<file path="src/rtl/cnt_seq_pkg.sv">
// Shared constants and state encoding for the run/step counter controller.
package cnt_seq_pkg;

   localparam int unsigned CNT_W = 4;

   typedef enum logic [1:0] {
      IDLE = 2'd0,
      RUN  = 2'd1,
      DONE = 2'd2
   } state_t;

endpackage

</file>
<file path="src/rtl/updown_cnt4.sv">
// Wrapping up/down counter; advances by one on enabled edges only.
module updown_cnt4
   import cnt_seq_pkg::*;
(
   input  logic             clk,
   input  logic             reset,
   input  logic             en,
   input  logic             up,
   output logic [CNT_W-1:0] count
);

   always_ff @(posedge clk) begin
      if (reset) begin
         count <= '0;
      end else if (en) begin
         count <= up ? count + CNT_W'(1) : count - CNT_W'(1);
      end
   end

endmodule

</file>
<file path="src/rtl/cnt_seq_ctrl.sv">
// Run controller: accepts a start in IDLE, steps the counter toward a latched
// target in RUN, and pulses done for one cycle in DONE.
module cnt_seq_ctrl #(
   parameter int unsigned CNT_W = 4
) (
   input  logic             clk,
   input  logic             reset,
   input  logic             start,
   input  logic             up_down,
   input  logic [CNT_W-1:0] target,
   input  logic             hold,
   input  logic             stop,
   output logic [CNT_W-1:0] count,
   output logic             busy,
   output logic             done
);
   import cnt_seq_pkg::*;

   state_t           state_q, state_d;
   logic             dir_q, dir_d;
   logic [CNT_W-1:0] tgt_q, tgt_d;
   logic             step_c;
   logic [CNT_W-1:0] next_cnt_c;

   always_ff @(posedge clk) begin
      if (reset) begin
         state_q <= IDLE;
         dir_q   <= 1'b1;
         tgt_q   <= '0;
      end else begin
         state_q <= state_d;
         dir_q   <= dir_d;
         tgt_q   <= tgt_d;
      end
   end

   // Stop beats hold, and both beat reaching the target.
   always_comb begin
      state_d    = state_q;
      dir_d      = dir_q;
      tgt_d      = tgt_q;
      step_c     = 1'b0;
      next_cnt_c = dir_q ? count + CNT_W'(1) : count - CNT_W'(1);
      case (state_q)
         IDLE: begin
            if (start) begin
               state_d = RUN;
               dir_d   = up_down;
               tgt_d   = target;
            end
         end
         RUN: begin
            if (stop) begin
               state_d = IDLE;
            end else if (!hold) begin
               step_c = 1'b1;
               if (next_cnt_c == tgt_q) begin
                  state_d = DONE;
               end
            end
         end
         DONE:    state_d = IDLE;
         default: state_d = IDLE;
      endcase
   end

   assign busy = (state_q == RUN);
   assign done = (state_q == DONE);

   updown_cnt4 u_cnt (
      .clk   (clk),
      .reset (reset),
      .en    (step_c),
      .up    (dir_q),
      .count (count)
   );

endmodule
</file>
<file path="config.mk">
export PLATFORM = sky130hd
export DESIGN_NAME = cnt_seq_ctrl
export DESIGN_NICKNAME = d
export VERILOG_FILES = /design/src/rtl/cnt_seq_pkg.sv /design/src/rtl/updown_cnt4.sv /design/src/rtl/cnt_seq_ctrl.sv
export SDC_FILE = /design/constraint.sdc
export NUM_CORES = 1
export LEC_CHECK = 0
export ABC_AREA = 1
export BUFFER_PORTS_ARGS = -buffer_cell sky130_fd_sc_hd__buf_2
export CAP_MARGIN = 20
export CORE_AREA = 2 2 39 41
export CTS_BUF_LIST = sky130_fd_sc_hd__clkbuf_8 sky130_fd_sc_hd__clkbuf_16
export DETAILED_ROUTE_END_ITERATION = 8
export DIE_AREA = 0 0 41 43
export GPL_TIMING_DRIVEN = 0
export PLACE_DENSITY = 0.7
export SYNTH_ARGS = -nofsm -noshare
export SYNTH_HDL_FRONTEND = slang
export SYNTH_SLANG_ARGS = --single-unit
</file>
<file path="constraint.sdc">
create_clock -name clk -period 4.3 [get_ports clk]
set_input_delay 0.215 -clock clk [delete_from_list [all_inputs] [get_ports clk]]
set_output_delay 0.215 -clock clk [all_outputs]
set_load 0.02 [all_outputs]
</file>
==> results.md <==
- Pins over their slew limit: 0
- CTS clk-pin slew, worst paths: 0.05 ns
- Tmin final: 1.722 ns
- Synth Area in Adders: under 10%
- Synth Area in Simple Gates: a little over 30%
- Post-CTS Resized: 0
- Hold_buf cts: 0
- Xor/xnor cell area share of the yosys netlist: 0%
- Largest family of logic cells by synthesized area: simple AND/OR/NAND/NOR gates
- Setup Skew: roughly 0.0034 ns
- Layout cells sized above 1: 19.27%
- Vias in the first global route: between 500 and 600
- Met2 usage in global routing: 30.63%
- Gp weighted congestion: about 0.75
- Initial core utilization: a little over two fifths
- Synth Cell Area: 595.6 um2
- Multiplexer area fraction after synthesis: 0%
- GRT Residual Overflow: 0
- Syn nets: 103
- Setup CP Type: flop to flop
- Period utilisation layout: 40.04%
- Number of clock sinks: 11
- Root buf cell: clkbuf_8
- MaxCap Viol Count: 0
- Element type at the critical path end: flop
- Filler instances: 153
- Post-CTS setup buffer count: 0
- Slew HR: 83.73%
- Pwr Density: roughly 360 nW/um2
- Worst Hold Class: input pin to flop
- Flops & latches, synth: 11
- Worst Max-Slew Pin Slew: approximately 0.24 ns
- Final Hold Fails: 0
- VDD IR-drop max: 0.1884 mV
- PortBufs: 15
- Worst EP required: between 4 and 5 ns
- Residual DRC: 0
- Grt peak-use layer: met2
- Multi-input logic area: 311.5 um2
- Site row count: 14
- Top post-synthesis cells by area: dfxtp_1 37%, nand2_1 13%, inv_1 11%
- I/O Pins: 16
- Synth-to-Final Area Change: 23.53%
- Place WS: between 2 and 3 ns
- Register area: 220.2 um2
- Clock Latency Late Sink: 0.24 ns
- CP max FO: 5
- Cell taking the most area after synthesis: dfxtp_1
- Vias: 583
- Iter 0 DRT Violations: 7
- Wirelength per Cell: 9.392 um
- Pin count of the biggest net entering global routing: 10
- H-tree depth: 1
- Total wire length: roughly 1200 um
- Die width: approximately 40 um
- Die Ht: between 40 and 50 um
- Worst Path Arrival: 1.86 ns
- Vias/cell: 4.664
- Clock buffer depth: 2
- Final net count: 123
- Final Total Pwr: 262.3 uW
- CTS buffer count: 3
- Setup violations, final: 0
- Final HPWL DP: 943.8 um
- Clock tree from TritonCTS: yes
- M3 GR Usage: roughly 3.1%
- GR Util All Layers: approximately 18%
- Final worst slack: roughly 2.6 ns
- CORE AREA: 1384 um2
- RSZ-0062 raised after global routing: no
- First-pass GRT wire length: ~2200 um
- Initial antenna violation count: 0
- Synth unique cells: 15
- Total iterations of the first detailed-routing run: 2
- Final Util: 53.16%
- Startpoint types: flop
- Die area: 1763 um2
- Cells after Synth: 90
- Compound-cell area share of the yosys netlist: 14.08%
- Met1 usage: 18.75%
- Synth top area share: 36.97%
- Leak: 0.4132 nW
- Warnings, synthesis: 0
- Status: complete, no violations
- Post-Route Setup TNS: 0 ns
- Achievable Freq: 0.5809 GHz
- Sequential area share after synthesis: 36.97%
- Avg Cell Area, Syn: 6.617 um2
- Antenna Cells: 0
- ANT nets after route: 0
-- per-stage QoR --
| stage | cell area (um2) | hold WS [ns] | cells |
|---|---|---|---|
| CTS | 735.7 | 0.1910 | 125 |
| detailed placement | 690.7 | 0.4375 | 121 |
| floorplan | 595.6 | 0.3454 | 90 |
| finish | 735.7 | 0.1931 | 125 |
| global route | 735.7 | 0.1961 | 125 |
| global placement | 690.7 | 0.4392 | 121 |
-- registers in the layout, summed over array words and instances, names as in the netlist --
name and flops:
dir_q 1, state_q 2, tgt_q 4, u_cnt.count 4
-- layer usage --
layer | vias to the layer above | share of wire, %
met1 | 249 | 43
met4 | 0 | 2.6
li1 | 317 | -
met3 | 5 | 3.4
met5 | - | 0
met2 | 12 | 51
-- cell type report --
| type | instances | share of cell area, % |
|---|---|---|
| inverter | 17 | 8.673 |
| sequential | 11 | 29.93 |
| tap | 16 | 2.721 |
| timing repair buffer | 15 | 10.20 |
| multi-input combinational | 62 | 42.35 |
| clock inverter | 1 | 0.5102 |
| clock buffer | 3 | 5.612 |
-- critical path: stages (launching register included) --
cell and delay (ns):
dfxtp_1 0.39, inv_1 0.10, fa_1 0.59, nor2_1 0.05, nor2_1 0.10, nand3_1 0.07
nor2_1 0.13, nand3_2 0.09, nand2_1 0.06, nand2_1 0.04
-- cell usage after synthesis, drive strengths merged --
library cell  count
or2               3
nand3             5
ha                2
o211ai            1
o21ai             8
a21oi             6
inv              17
a31oi             1
nor2             13
fa                1
dfxtp            11
nand2            22
-- cell usage in the layout (no fill, tap or decap), drive strengths merged --
master / count
a21oi: 6
ha: 2
buf: 15
nand2: 22
nor2: 13
fa: 1
dfxtp: 11
clkbuf: 3
or2: 3
nand3: 5
inv: 18
o21ai: 8
a31oi: 1
o211ai: 1
-- path summary, 6_finish.rpt --
path,startpoint,to,slack (ns),cells past startpoint
hold reg to reg,tgt_q[2],tgt_q[2],0.47,2
hold / removal,up_down,dir_q,0.19,3
setup reg to reg,u_cnt.count[0],state_q[0],2.58,9
setup / recovery,u_cnt.count[0],state_q[0],2.58,9
-- power breakdown --
group          switching [mW]  total, mW  internal (mW)
Combinational          0.0284     0.0470         0.0186
Sequential            0.00472      0.114          0.109
Clock                  0.0391      0.102         0.0627
Total                  0.0722      0.262          0.190
-- logic make-up after synthesis --
logic type | after synthesis
simple gates | 43
buf+inv | 17
flops | 11
fa+ha+maj | 3
compound gates | 16
(Power assumes the default switching activity.)
